[config.mk]
export PLATFORM = sky130hd
export DESIGN_NAME = halflife_sequencer_flat
export DESIGN_NICKNAME = d
export VERILOG_FILES = /design/src/rtl/halflife_sequencer_if.sv /design/src/rtl/halflife_sequencer.sv /design/src/flat_wrapper.sv
export SDC_FILE = /design/constraint.sdc
export NUM_CORES = 1
export LEC_CHECK = 0
export CORE_ASPECT_RATIO = 0.5
export CORE_MARGIN = 2
export CORE_UTILIZATION = 40
export CTS_BUF_LIST = sky130_fd_sc_hd__clkbuf_2 sky130_fd_sc_hd__clkbuf_4 sky130_fd_sc_hd__clkbuf_8
export CTS_CLUSTER_DIAMETER = 80
export DETAILED_ROUTE_END_ITERATION = 8
export RECOVER_POWER = 25
export SYNTH_ARGS = -nofsm -noshare
export SYNTH_HDL_FRONTEND = slang
export SYNTH_SLANG_ARGS = --single-unit
[constraint.sdc]
create_clock -name clk -period 7.4 [get_ports clk]
set_clock_uncertainty 0.15 [all_clocks]
set_input_delay 1.48 -clock clk [delete_from_list [all_inputs] [get_ports clk]]
set_output_delay 1.48 -clock clk [all_outputs]
set_load 0.05 [all_outputs]
[src/rtl/halflife_sequencer_if.sv]
// Handshake, configuration and status bundle between a host and halflife_sequencer.
// The host drives commands and config; the sequencer drives counter-load and status.
interface halflife_sequencer_if #(
  parameter int N = 4,
  parameter int P = 8,
  parameter int H = 8
);
  logic         start;
  logic         pause;
  logic         abort;
  logic [N-1:0] init_qty;
  logic [P-1:0] prescale;
  logic [H-1:0] half_period;
  logic [N-1:0] threshold;
  logic         cnt_load;
  logic [N-1:0] cnt_in;
  logic [N-1:0] qty;
  logic [N-1:0] halvings;
  logic         tick;
  logic         busy;
  logic         done;

  modport master (
    output start, pause, abort, init_qty, prescale, half_period, threshold,
    input  cnt_load, cnt_in, qty, halvings, tick, busy, done
  );

  modport slave (
    input  start, pause, abort, init_qty, prescale, half_period, threshold,
    output cnt_load, cnt_in, qty, halvings, tick, busy, done
  );
endinterface

[src/rtl/halflife_sequencer.sv]
// Radioactive-decay sequencer: loads a quantity into the external counter and halves it
// once per half-life (measured in prescaled ticks) until it reaches the threshold.
module halflife_sequencer #(
  parameter int N = 4,
  parameter int P = 8,
  parameter int H = 8
) (
  input logic clk,
  input logic rst,
  halflife_sequencer_if.slave bus
);
  typedef enum logic [1:0] {
    IDLE   = 2'd0,
    RUN    = 2'd1,
    PAUSED = 2'd2,
    DONE   = 2'd3
  } state_t;

  localparam logic [N-1:0] ZERO_N = {N{1'b0}};
  localparam logic [N-1:0] ONE_N  = {{(N-1){1'b0}}, 1'b1};
  localparam logic [N-1:0] ALL_N  = {N{1'b1}};
  localparam logic [P-1:0] ZERO_P = {P{1'b0}};
  localparam logic [P-1:0] ONE_P  = {{(P-1){1'b0}}, 1'b1};
  localparam logic [H-1:0] ZERO_H = {H{1'b0}};
  localparam logic [H-1:0] ONE_H  = {{(H-1){1'b0}}, 1'b1};

  state_t       state_r;
  logic [N-1:0] qty_r, halvings_r, cnt_in_r, threshold_r;
  logic [P-1:0] presc_r, prescale_r;
  logic [H-1:0] per_cnt_r, half_period_r;
  logic         cnt_load_r, busy_r, done_r;

  logic         tick_s;
  logic         halve_s;
  logic [H-1:0] last_cnt_s;
  logic [N-1:0] half_qty_s;

  // A captured half_period of 0 behaves as 1, so the last count is 0 in both cases
  assign last_cnt_s = (half_period_r == ZERO_H) ? ZERO_H : (half_period_r - ONE_H);
  assign tick_s     = (state_r == RUN) && (presc_r == prescale_r);
  assign halve_s    = tick_s && (per_cnt_r == last_cnt_s);
  assign half_qty_s = {1'b0, qty_r[N-1:1]};

  assign bus.tick     = tick_s;
  assign bus.cnt_load = cnt_load_r;
  assign bus.cnt_in   = cnt_in_r;
  assign bus.qty      = qty_r;
  assign bus.halvings = halvings_r;
  assign bus.busy     = busy_r;
  assign bus.done     = done_r;

  // Sequencer FSM with priority rst > abort > start > pause > timing
  always_ff @(posedge clk) begin
    if (rst) begin
      state_r       <= IDLE;
      qty_r         <= ZERO_N;
      halvings_r    <= ZERO_N;
      cnt_in_r      <= ZERO_N;
      threshold_r   <= ZERO_N;
      presc_r       <= ZERO_P;
      prescale_r    <= ZERO_P;
      per_cnt_r     <= ZERO_H;
      half_period_r <= ZERO_H;
      cnt_load_r    <= 1'b0;
      busy_r        <= 1'b0;
      done_r        <= 1'b0;
    end else if (bus.abort) begin
      state_r    <= IDLE;
      qty_r      <= ZERO_N;
      halvings_r <= ZERO_N;
      presc_r    <= ZERO_P;
      per_cnt_r  <= ZERO_H;
      cnt_load_r <= 1'b1;
      cnt_in_r   <= ZERO_N;
      busy_r     <= 1'b0;
      done_r     <= 1'b0;
    end else if (bus.start && ((state_r == IDLE) || (state_r == DONE))) begin
      prescale_r    <= bus.prescale;
      half_period_r <= bus.half_period;
      threshold_r   <= bus.threshold;
      qty_r         <= bus.init_qty;
      halvings_r    <= ZERO_N;
      presc_r       <= ZERO_P;
      per_cnt_r     <= ZERO_H;
      cnt_load_r    <= 1'b1;
      cnt_in_r      <= bus.init_qty;
      if (bus.init_qty <= bus.threshold) begin
        state_r <= DONE;
        busy_r  <= 1'b0;
        done_r  <= 1'b1;
      end else begin
        state_r <= RUN;
        busy_r  <= 1'b1;
        done_r  <= 1'b0;
      end
    end else begin
      cnt_load_r <= 1'b0;
      case (state_r)
        RUN: begin
          // Timing advances even when pause is sampled; pause only picks the next state
          if (halve_s) begin
            presc_r    <= ZERO_P;
            per_cnt_r  <= ZERO_H;
            qty_r      <= half_qty_s;
            halvings_r <= (halvings_r == ALL_N) ? halvings_r : (halvings_r + ONE_N);
            cnt_load_r <= 1'b1;
            cnt_in_r   <= half_qty_s;
          end else if (tick_s) begin
            presc_r   <= ZERO_P;
            per_cnt_r <= per_cnt_r + ONE_H;
          end else begin
            presc_r <= presc_r + ONE_P;
          end
          if (halve_s && (half_qty_s <= threshold_r)) begin
            state_r <= DONE;
            busy_r  <= 1'b0;
            done_r  <= 1'b1;
          end else if (bus.pause) begin
            state_r <= PAUSED;
            busy_r  <= 1'b1;
            done_r  <= 1'b0;
          end else begin
            state_r <= RUN;
            busy_r  <= 1'b1;
            done_r  <= 1'b0;
          end
        end
        PAUSED: begin
          if (bus.pause) begin
            state_r <= PAUSED;
          end else begin
            state_r <= RUN;
          end
          busy_r <= 1'b1;
          done_r <= 1'b0;
        end
        IDLE: begin
          state_r <= IDLE;
          busy_r  <= 1'b0;
          done_r  <= 1'b0;
        end
        DONE: begin
          state_r <= DONE;
          busy_r  <= 1'b0;
          done_r  <= 1'b1;
        end
        default: begin
          state_r <= IDLE;
          busy_r  <= 1'b0;
          done_r  <= 1'b0;
        end
      endcase
    end
  end
endmodule

[src/flat_wrapper.sv]
// flat-port wrapper written by rule: the top's interface ports become plain ports
module halflife_sequencer_flat 
#(
  parameter int N = 4,
  parameter int P = 8,
  parameter int H = 8
)
  (clk, rst, bus_start, bus_pause, bus_abort, bus_init_qty, bus_prescale, bus_half_period, bus_threshold, bus_cnt_load, bus_cnt_in, bus_qty, bus_halvings, bus_tick, bus_busy, bus_done);
  halflife_sequencer_if #(.N(N), .P(P), .H(H)) bus_i ();
  input logic clk;
  input logic rst;
  input wire logic [$bits(bus_i.start)-1:0] bus_start;
  input wire logic [$bits(bus_i.pause)-1:0] bus_pause;
  input wire logic [$bits(bus_i.abort)-1:0] bus_abort;
  input wire logic [$bits(bus_i.init_qty)-1:0] bus_init_qty;
  input wire logic [$bits(bus_i.prescale)-1:0] bus_prescale;
  input wire logic [$bits(bus_i.half_period)-1:0] bus_half_period;
  input wire logic [$bits(bus_i.threshold)-1:0] bus_threshold;
  output wire logic [$bits(bus_i.cnt_load)-1:0] bus_cnt_load;
  output wire logic [$bits(bus_i.cnt_in)-1:0] bus_cnt_in;
  output wire logic [$bits(bus_i.qty)-1:0] bus_qty;
  output wire logic [$bits(bus_i.halvings)-1:0] bus_halvings;
  output wire logic [$bits(bus_i.tick)-1:0] bus_tick;
  output wire logic [$bits(bus_i.busy)-1:0] bus_busy;
  output wire logic [$bits(bus_i.done)-1:0] bus_done;
  assign bus_i.start = bus_start;
  assign bus_i.pause = bus_pause;
  assign bus_i.abort = bus_abort;
  assign bus_i.init_qty = bus_init_qty;
  assign bus_i.prescale = bus_prescale;
  assign bus_i.half_period = bus_half_period;
  assign bus_i.threshold = bus_threshold;
  assign bus_cnt_load = bus_i.cnt_load;
  assign bus_cnt_in = bus_i.cnt_in;
  assign bus_qty = bus_i.qty;
  assign bus_halvings = bus_i.halvings;
  assign bus_tick = bus_i.tick;
  assign bus_busy = bus_i.busy;
  assign bus_done = bus_i.done;
  halflife_sequencer #(.N(N), .P(P), .H(H)) u_core (.clk(clk), .rst(rst), .bus(bus_i));
endmodule
== Yosys cells after proc, flatten, opt, wreduce, memory -nomap -nowiden ==
Cells that the tools add are included.

* Register bits after elaboration: 49
* Bits of input ports: 29
* Output and inout bits: 16

* Add/sub/neg operators: 4
* Order comparisons: 2
* Equality and inequality tests: 6
* Mux-type cells: 25
* Bitwise operators: 2
* Reductions and logical operators: 18

{| class="wikitable"
|+ Operators by type and width
! kind !! number
|-
| $mux W8 || 5
|-
| $add A8 B1 Y8 const B || 2
|-
| $eq A8 B8 Y1 || 2
|-
| $mux W4 || 3
|-
| $mux W1 || 10
|-
| $logic_not A8 Y1 || 1
|-
| $mux W2 || 4
|-
| $pmux W2 S4 || 1
|-
| $sub A8 B1 Y8 const B || 1
|-
| $pmux W1 S3 || 2
|-
| $reduce_and A2 Y1 || 3
|-
| $reduce_bool A2 Y1 || 3
|-
| $reduce_or A2 Y1 || 3
|-
| $add A4 B1 Y4 const B || 1
|-
| $eq A2 B2 Y1 const B || 2
|-
| $eq A4 B4 Y1 const B || 1
|-
| $le A3 B4 Y1 || 1
|-
| $le A4 B4 Y1 || 1
|-
| $logic_and A1 B1 Y1 || 4
|-
| $reduce_and A3 Y1 || 1
|-
| $reduce_or A3 Y1 || 1
|-
| $eq A2 B1 Y1 const B || 1
|-
| $logic_not A2 Y1 || 1
|-
| $not A1 Y1 || 2
|-
| $logic_or A1 B1 Y1 || 1
|}

== Logic depth before layout (Yosys ltp) ==
Gate-level depths: netlist of the first run.

* Depth after elaboration: 8
* Gate-level depth with buffers: 11
* Mapped depth without buffers: 9

== Worst setup path after synthesis of the first run ==
Ideal clock, no wire load.

* Path type: reg2out
* Start point: register u_core.state_r[0]
* End point: output port bus_tick
* Data arrival time: 1.756 ns
* Required time: 5.770 ns
* Path slack: 4.014 ns
* Cell stages (with the launch flop): 7
* Path buffers: 2
* Path through: dfxtp_1 > ha_1 > clkbuf_1 > nand2_1 > or3_1 > clkbuf_1 > inv_1

* Cells in the longest elaborated chain, start to end: 2

{| class="wikitable"
|+ Ends and longest elaborated chain
! what !! line !! text
|-
| start, declared || halflife_sequencer.sv:27 || <nowiki>state_t state_r;</nowiki>
|-
| start signal, assigned || halflife_sequencer.sv:55 || <nowiki>state_r <= IDLE;</nowiki>
|-
| start signal, assigned || halflife_sequencer.sv:68 || <nowiki>state_r <= IDLE;</nowiki>
|-
| start signal, assigned || halflife_sequencer.sv:88 || <nowiki>state_r <= DONE;</nowiki>
|-
| $eq A2 B1 Y1 || halflife_sequencer.sv:40 || <nowiki>assign tick_s = (state_r == RUN) && (presc_r == prescale_r);</nowiki>
|-
| $logic_and A1 B1 Y1 || halflife_sequencer.sv:40 ||
|-
| end, declared || flat_wrapper.sv:23 || <nowiki>output wire logic [$bits(bus_i.tick)-1:0] bus_tick;</nowiki>
|}

Every way passes these cells.

== Final worst setup path of the first run ==
Same ends and word-level chain as after synthesis.

==> results.toml, run 1 <==
[cells_and_area]
drive_gt1_share_pct = 3.753
area_delta_synth_final_pct = 21.66
n_fill_cell = 651
nets = 416
seq_area_um2 = 980.9
antennaDiodeCount = 0
multi_input_area_um2 = 1562

[power]
swShare_pct = 26.57
clkPwrFrac_pct = 34.2
internal-power_uw = 433.2
netSwitchingPower_uw = 156.7
combinationalPowerShare_pct = 18.3
power_leakage_nw = 1.187
cellPowerDensity_nw_per_um2 = 179.8
pwr-share-seq_pct = 47.5
ir_drop_uv = 77.83
total_power_uw = 590.0

[route]
route.vias.total = 2394
vias_per_cell = 5.148
drt_wl_total_um = 6069
dr_wl_met2_um = 2824
ant_nets = 0
routed-wl-met3_um = 213
drt_iter0_drc = 124
drt-met1-wl_um = 2927
drcViolationCount = 0
highest_layer = "met4"
routedWlPerCell_um = 13.05
dr.pass1.iters = 4

[yosys]
ys_seq_elements = 49
synth_cells = 338
synth_top_area_share_pct = 36.36
synth_edf_count = 0
synth_common_cells = "nand2_1, dfxtp_1, a21oi_1"
yosys_warnings = 0
synth_flop_cell = "dfxtp_1"
ys_seq_area_share_pct = 36.36
syn_nets = 382
synth_area_leaders = "dfxtp_1, nand2_1, ha_1"
yosys.area.top_type = "dfxtp_1"
synth.distinct_cells = 48
yosysMostFrequentCell = "nand2_1"
syn_area_per_cell_um2 = 7.981
postSynth.asyncResetShare_pct = 0
synth_area_um2 = 2698

[setup_path]
crit_family = "buffers and inverters"
crit_start = "u_core.state_r[0]$_SDFF_PP0_"
critPathMaxFanout = 9
crit_type = "reg -> out"
required_ps = 5770
critPathLaunchType = "flip-flop"
cpPeakStageDelay_ps = 840
r2r-start = "u_core.half_period_r[0]$_SDFFE_PP0P_"
crit_buf_inv = 2
crit_chain = "ha_1, nand2_1, or3_1, inv_1, clkdlybuf4s50_1"
crit_arrival_ps = 2700
critPathSlowestCell = "clkdlybuf4s50_1"
cp-end-kind = "output pin"

[place]
port_buffers = 44
gp_congestion = 0.8592
dp_hpwl_um = 4616

[sta]
post-route-min-period_ps = 4334
slew_headroom_pct = 38.97
finalCritPeriodShare_pct = 58.56
max_freq_mhz = 230.8
worstMarginPinSlew_ps = 912.6
fin_tns_setup_ps = 0
setup_viol = 0
rsz0062_at_grt = "false"
finalHoldViolCount = 0
slew_violations = 0

[floorplanning]
initial_core_util_pct = 40.90
core_area_um2 = 6595
die_h_um = 62.07
die_area_um2 = 7457
die_x_um = 120.1
io_pins = 45
rows = 21

[min_path]
hold_start = "u_core.threshold_r[1]$_SDFFE_PP0P_"
hold_class = "reg -> reg"

[clock_network]
clock_sinks = 49
cts_resized = 0
cts_buffers = 5
cts_buffer_depth = 2
hold_buffers = 0
post-cts-setup-buffers = 0
clk_pin_slew_ps = 80
clk_latency_ps = 300
cts_tree = "yes"
cts_max_level = 2
root_buffer = "clkbuf_8"

[run_status]
status = "finished clean"

[grt]
grt_use_total_pct = 17.42
grt_pass1_wl_um = 10320
grt_overflow = 0
antenna_found_initial = 0
grt_max_degree = 25
grt_pass1_vias = 2309

[job]
cap_violations = 0
[power by group through the flow]
stage               Clock, mW  Sequential (mW)  Combinational [mW]
detailed placement          0            0.287               0.111
finish                  0.202            0.280               0.108
global placement            0            0.286               0.108
floorplan                   0            0.291              0.0704
CTS                     0.206            0.281               0.112
global route            0.221            0.282               0.120
[cell type report]
cell class | count | area share (%)
clock buffers | 7 | 2.745
clock inverters | 1 | 0.9150
inverters | 13 | 1.487
multi-input cells | 257 | 47.58
flip-flops and latches | 49 | 29.89
well taps | 92 | 3.507
repair buffers | 46 | 13.88
[path summary, 6_finish.rpt]
check                                              to  slack (ps)  cells past startpoint
setup / recovery                             bus_tick        3070                      5
hold / removal     u_core.threshold_r[1]$_SDFFE_PP0P_         310                      2
setup reg to reg  u_core.bus.halvings[3]$_SDFFE_PP0P_        3950                      9
hold reg to reg    u_core.threshold_r[1]$_SDFFE_PP0P_         310                      2
[cells by family after synthesis]
| kind of cell | share of synthesized area [%] |
|---|---|
| flops | 36.36 |
| xor+xnor | 7.468 |
| compound gates | 13.22 |
| fa+ha+maj | 6.957 |
| buf+inv | 5.102 |
| mux | 2.598 |
| simple gates | 28.29 |
[tightest hold or removal path: cells and delay by family, from the launching register on]
kind             cells  cell delay, ps
AO/OA/AOI/OAI        1              50
flip-flops           1             320
AND/OR/NAND/NOR      1              50
[state kept, by name, summed over array words and instances, names as in the netlist]
register / flops
u_core.bus.cnt_load: 1
u_core.state_r: 2
u_core.threshold_r: 4
u_core.half_period_r: 8
u_core.bus.halvings: 4
u_core.prescale_r: 8
u_core.bus.busy: 1
u_core.presc_r: 8
u_core.bus.done: 1
u_core.bus.qty: 4
u_core.per_cnt_r: 8
[routing by layer]
metal  vias up  global-route usage, %
met5         -                      0
met4         0                  6.050
met3        12                  3.193
met2        54                  31.98
met1      1112                  21.40
li1       1216                      -
[through the flow]
| stage | utilization (%) | hold WS, ps | setup WS (ps) | std cells | cell area, um^2 |
|---|---|---|---|---|---|
| 2_1_floorplan | - | 279.8 | 4014 | 338 | 2698 |
| 3_3_place_gp | 48.21 | 296.9 | 3494 | 457 | 3179 |
| 3_5_place_dp | 48.21 | 303.9 | 3411 | 457 | 3179 |
| 4_1_cts | 50.03 | 316.2 | 3054 | 465 | 3299 |
| 5_1_grt | 49.76 | 341.1 | 2919 | 465 | 3282 |
| 6_report | 49.76 | 311.7 | 3066 | 465 | 3282 |
[cell usage in the layout, fill, tap and decap left out, types with 10 or more instances in the layout]
master,instances
nor3_1,12
o21ai_0,10
inv_1,13
nand2_1,62
xnor2_1,15
dfxtp_1,49
ha_1,15
a21oi_1,32
nor2_1,27
clkdlybuf4s50_1,38
Power figures use the tool's default switching activity.
==> run 2, diff against run 1 <==
==> constraint.sdc (replaced) <==
create_clock -name clk -period 4.39 [get_ports clk]
set_clock_uncertainty 0.15 [all_clocks]
set_input_delay 0.878 -clock clk [delete_from_list [all_inputs] [get_ports clk]]
set_output_delay 0.878 -clock clk [all_outputs]
set_load 0.05 [all_outputs]
==> results.toml, run 2 (synthesis results as in run 1) <==
[min_path]
hold_class = "reg -> reg"

[clock_network]
clk_pin_slew_ps = 90
clk_latency_ps = 290
root_buffer = "clkbuf_8"
clock_sinks = 49
cts_buffer_depth = 2
cts_buffers = 5
cts_max_level = 2
post-cts-setup-buffers = 0
cts_tree = "yes"
hold_buffers = 0
cts_resized = 0

[place]
placed_area_um2 = 3187
port_buffers = 44
dp_hpwl_um = 4554
gp_congestion = 0.8283
post-place-cells = 458

[setup_path]
crit_buf_inv = 2
crit_chain = "ha_1, nand2_1, or3_1, inv_1, clkdlybuf4s50_1"
crit_type = "reg -> out"
cp-end-kind = "output pin"
critPathLaunchType = "flip-flop"
crit_arrival_ps = 2650
crit_family = "buffers and inverters"
critPathSlowestCell = "clkdlybuf4s50_1"
critPathMaxFanout = 9
required_ps = 3360
cpPeakStageDelay_ps = 830

[grt]
grt_overflow = 0
grt_pass1_vias = 2256
antenna_found_initial = 0
grt_max_degree = 25
grt_pass1_wl_um = 9991
grt_use_total_pct = 16.76

[sta]
finalHoldViolCount = 0
worstMarginPinSlew_ps = 1104
post-route-min-period_ps = 3682
hold_ws_ps = 311.1
slew_headroom_pct = 26.43
fin_tns_setup_ps = 0
max_freq_mhz = 271.6
slew_violations = 0
finalCritPeriodShare_pct = 83.88
setup_viol = 0
rsz0062_at_grt = "false"

[power]
cellPowerDensity_nw_per_um2 = 300.4
power_leakage_nw = 1.206
ir_drop_uv = 138.1

[cells_and_area]
finalNonFillerCells = 466
final_common_cell = "nand2_1"
antennaDiodeCount = 0
fin_area_um2 = 3303
final_util_pct = 50.09
nets = 417
n_fill_cell = 642
area_delta_synth_final_pct = 22.45
final_cell_mix = "nand2_1, dfxtp_1, clkdlybuf4s50_1, a21oi_1, nor2_1"
drive_gt1_share_pct = 4.278

[floorplanning]
core_area_um2 = 6595
initial_core_util_pct = 40.90
die_h_um = 62.07
rows = 21
die_x_um = 120.1
io_pins = 45
die_area_um2 = 7457

[run_status]
status = "finished clean"

[job]
cap_violations = 0

[route]
route.vias.total = 2388
drt_wl_total_um = 5929
dr.pass1.iters = 5
drt_iter0_drc = 128
drcViolationCount = 0
ant_nets = 0
vias_per_cell = 5.124
routedWlPerCell_um = 12.72
run 2: final timing paths:
kind / from / end / slack [ps] / cells after the start
worst min register to register: u_core.threshold_r[2]$_SDFFE_PP0P_ / u_core.threshold_r[2]$_SDFFE_PP0P_ / 310 / 2
worst max register to register: u_core.half_period_r[0]$_SDFFE_PP0P_ / u_core.bus.halvings[3]$_SDFFE_PP0P_ / 1230 / 9
worst max-delay path: u_core.state_r[0]$_SDFF_PP0_ / bus_tick / 710 / 5
worst min-delay path: u_core.threshold_r[2]$_SDFFE_PP0P_ / u_core.threshold_r[2]$_SDFFE_PP0P_ / 310 / 2
run 2: metal layers:
layer	track usage, %	up-vias	wire length [um]
met4	4.202	0	28
li1	-	1223	-
met2	30.19	45	2749
met5	0	-	0
met3	3.650	2	252
met1	21.16	1118	2899
run 2: worst reg2reg max path: cells and delay by family (launching register included):
kind / cells / cell delay [ps]
buffers and inverters: 1 / 80
AND/OR/NAND/NOR: 5 / 1740
flip-flops: 1 / 340
adder cells (fa/ha/maj): 1 / 230
AO/OA/AOI/OAI: 2 / 540
run 2: report_power, final:
group	total (mW)	internal, mW	leakage (nW)	switching, mW
logic	0.186	0.0820	0.751	0.104
clock network	0.334	0.185	0.0574	0.148
registers	0.473	0.459	0.398	0.0143
total	0.992	0.726	1.21	0.266
run 2: metrics by stage:
stage	total power, mW	worst slack (ps)
after floorplan	0.6091	1504
after global placement	0.6661	1077
after detailed placement	0.6706	1029
after CTS	1.008	680.7
after global routing	1.050	511.4
final	0.9923	707.8
run 2: area by class of cell:
type                       instances  area (um^2)  share of cell area, %
clock buffer                       6        82.58                  2.500
clock inverter                     2        37.54                  1.136
inverter                          13        48.80                  1.477
multi-input combinational        257         1579                  47.80
sequential                        49        980.9                  29.70
tap                               92        115.1                  3.485
timing repair buffer              47        459.2                  13.90
==> run 3, diff against run 2 <==
==> constraint.sdc (replaced) <==
create_clock -name clk -period 3.9 [get_ports clk]
set_clock_uncertainty 0.15 [all_clocks]
set_input_delay 0.78 -clock clk [delete_from_list [all_inputs] [get_ports clk]]
set_output_delay 0.78 -clock clk [all_outputs]
set_load 0.05 [all_outputs]
==> results.toml, run 3 (synthesis results as in run 1) <==
[run_status]
status = "finished clean"

[min_path]
hold_class = "reg -> reg"
holdPathEnd = "u_core.threshold_r[2]$_SDFFE_PP0P_"
hold_start = "u_core.threshold_r[2]$_SDFFE_PP0P_"
hold_depth = 2

[floorplanning]
initial_core_util_pct = 40.90
io_pins = 45
die_h_um = 62.07
rows = 21
die_area_um2 = 7457
die_x_um = 120.1
core_area_um2 = 6595

[clock_network]
cts_tree = "yes"
clock_sinks = 49
cts_resized = 0
cts_buffers = 5
clk_latency_ps = 300
cts_buffer_depth = 2
root_buffer = "clkbuf_8"
post-cts-setup-buffers = 0
cts_max_level = 2
clk_pin_slew_ps = 90
hold_buffers = 0

[power]
ir_drop_uv = 143.5
power_leakage_nw = 1.190
combinationalPowerShare_pct = 20.2
clkPwrFrac_pct = 28.8
pwr-share-seq_pct = 50.9
netSwitchingPower_uw = 301.9
swShare_pct = 28.86
cellPowerDensity_nw_per_um2 = 318.0
total_power_mw = 1.046
internal-power_uw = 744.1

[setup_path]
required_ps = 2970
crit_arrival_ps = 2700
r2r-start = "u_core.half_period_r[0]$_SDFFE_PP0P_"
cp-end-kind = "output pin"
critPathMaxFanout = 9
critPathLaunchType = "flip-flop"
critPathSlowestCell = "clkdlybuf4s50_1"
crit_type = "reg -> out"
reg2reg_slack_ps = 780
r2r_cells = 9
crit_chain = "ha_1, nand2_1, or3_1, inv_1, clkdlybuf4s50_1"
crit_buf_inv = 2
cpPeakStageDelay_ps = 840
reg2reg_to = "u_core.bus.halvings[3]$_SDFFE_PP0P_"
crit_family = "buffers and inverters"

[cells_and_area]
fin_area_um2 = 3289
n_fill_cell = 653
area_delta_synth_final_pct = 21.94
nets = 419
drive_gt1_share_pct = 4.787
final_cell_mix = "nand2_1, dfxtp_1, clkdlybuf4s50_1, a21oi_1, nor2_1"
final_common_cell = "nand2_1"
antennaDiodeCount = 0

[sta]
rsz0062_at_grt = "false"
slew_headroom_pct = 44.93
post-route-min-period_ps = 3632
finalCritPeriodShare_pct = 93.12
setup_viol = 0
worstMarginPinSlew_ps = 826.1
slew_violations = 0
fin_tns_setup_ps = 0
max_freq_mhz = 275.4
finalHoldViolCount = 0

[place]
dp_hpwl_um = 4554
port_buffers = 44
gp_congestion = 0.8836
placed_area_um2 = 3202

[grt]
use_met2_pct = 30.44
grt_overflow = 0
antenna_found_initial = 0
grt_use_total_pct = 16.84
grt_max_degree = 21
met1_usage_pct = 21.35
grt_pass1_vias = 2209
grt_util_met3_pct = 3.285
top_usage_layer = "met2"
grt_pass1_wl_um = 10050

[route]
routedWlPerCell_um = 12.75
vias_per_cell = 5.015
ant_nets = 0
drcViolationCount = 0
dr.pass1.iters = 4
drt_wl_total_um = 5965
drt_iter0_drc = 110
route.vias.total = 2347

[job]
cap_violations = 0
-- run 3: changes by cell type in the layout (fill, tap and decap cells not counted), sizes merged --
cell           change
buf                +2
bufinv             -1
clkdlybuf4s50      +3
clkinvlp           +1
dlygate4sd3        -3
-- run 3: cell type report --
| class | count | area [um^2] | area share [%] |
|---|---|---|---|
| clock buffer | 6 | 76.32 | 2.320 |
| timing repair buffer | 49 | 474.2 | 14.42 |
| multi-input combinational | 257 | 1579 | 48.00 |
| tap | 92 | 115.1 | 3.499 |
| inverter | 13 | 48.80 | 1.483 |
| clock inverter | 2 | 15.01 | 0.4564 |
| sequential | 49 | 980.9 | 29.82 |
-- run 3: routing by layer --
metal	routed length [um]	vias to the layer above
met3	180	7
met1	2985	1080
li1	-	1226
met4	57	0
met5	0	-
met2	2741	34
-- run 3: metrics by stage --
stage	setup slack [ps]	hold WS (ps)	std cells	utilization, %
2_1_floorplan	1014	279.8	338	-
3_3_place_gp	683.7	297.6	460	48.55
3_5_place_dp	584.4	301.0	460	48.55
4_1_cts	234.0	313.8	468	49.93
5_1_grt	100.2	322.5	468	49.88
6_report	268.3	308.8	468	49.88
-- run 3: how the worst max path moves through the flow --
stage,startpoint,to,cells after the start
2_1_floorplan,u_core.half_period_r[0]$_SDFFE_PP0P_,u_core.bus.halvings[3]$_SDFFE_PP0P_,9
3_3_place_gp,u_core.state_r[1]$_SDFF_PP0_,bus_tick,6
3_5_place_dp,u_core.state_r[0]$_SDFF_PP0_,bus_tick,5
4_1_cts,u_core.state_r[0]$_SDFF_PP0_,bus_tick,5
5_1_grt,u_core.state_r[0]$_SDFF_PP0_,bus_tick,5
6_report,u_core.state_r[0]$_SDFF_PP0_,bus_tick,5
-- run 3: power by group through the flow --
stage,clock [mW],sequential [mW],combinational (mW)
global route,0.337,0.535,0.233
floorplan,0,0.552,0.134
CTS,0.316,0.533,0.214
finish,0.302,0.533,0.212
detailed placement,0,0.545,0.213
global placement,0,0.544,0.209
-- run 3: worst register-to-register path, stage by stage, from the launching register on --
cell      delay (ps)
dfxtp_1          340
inv_1             80
ha_1             210
or3b_4           430
or3_1            360
a221o_1          410
nor4b_4          320
nand4b_4         220
or3_1            400
a21oi_1          140
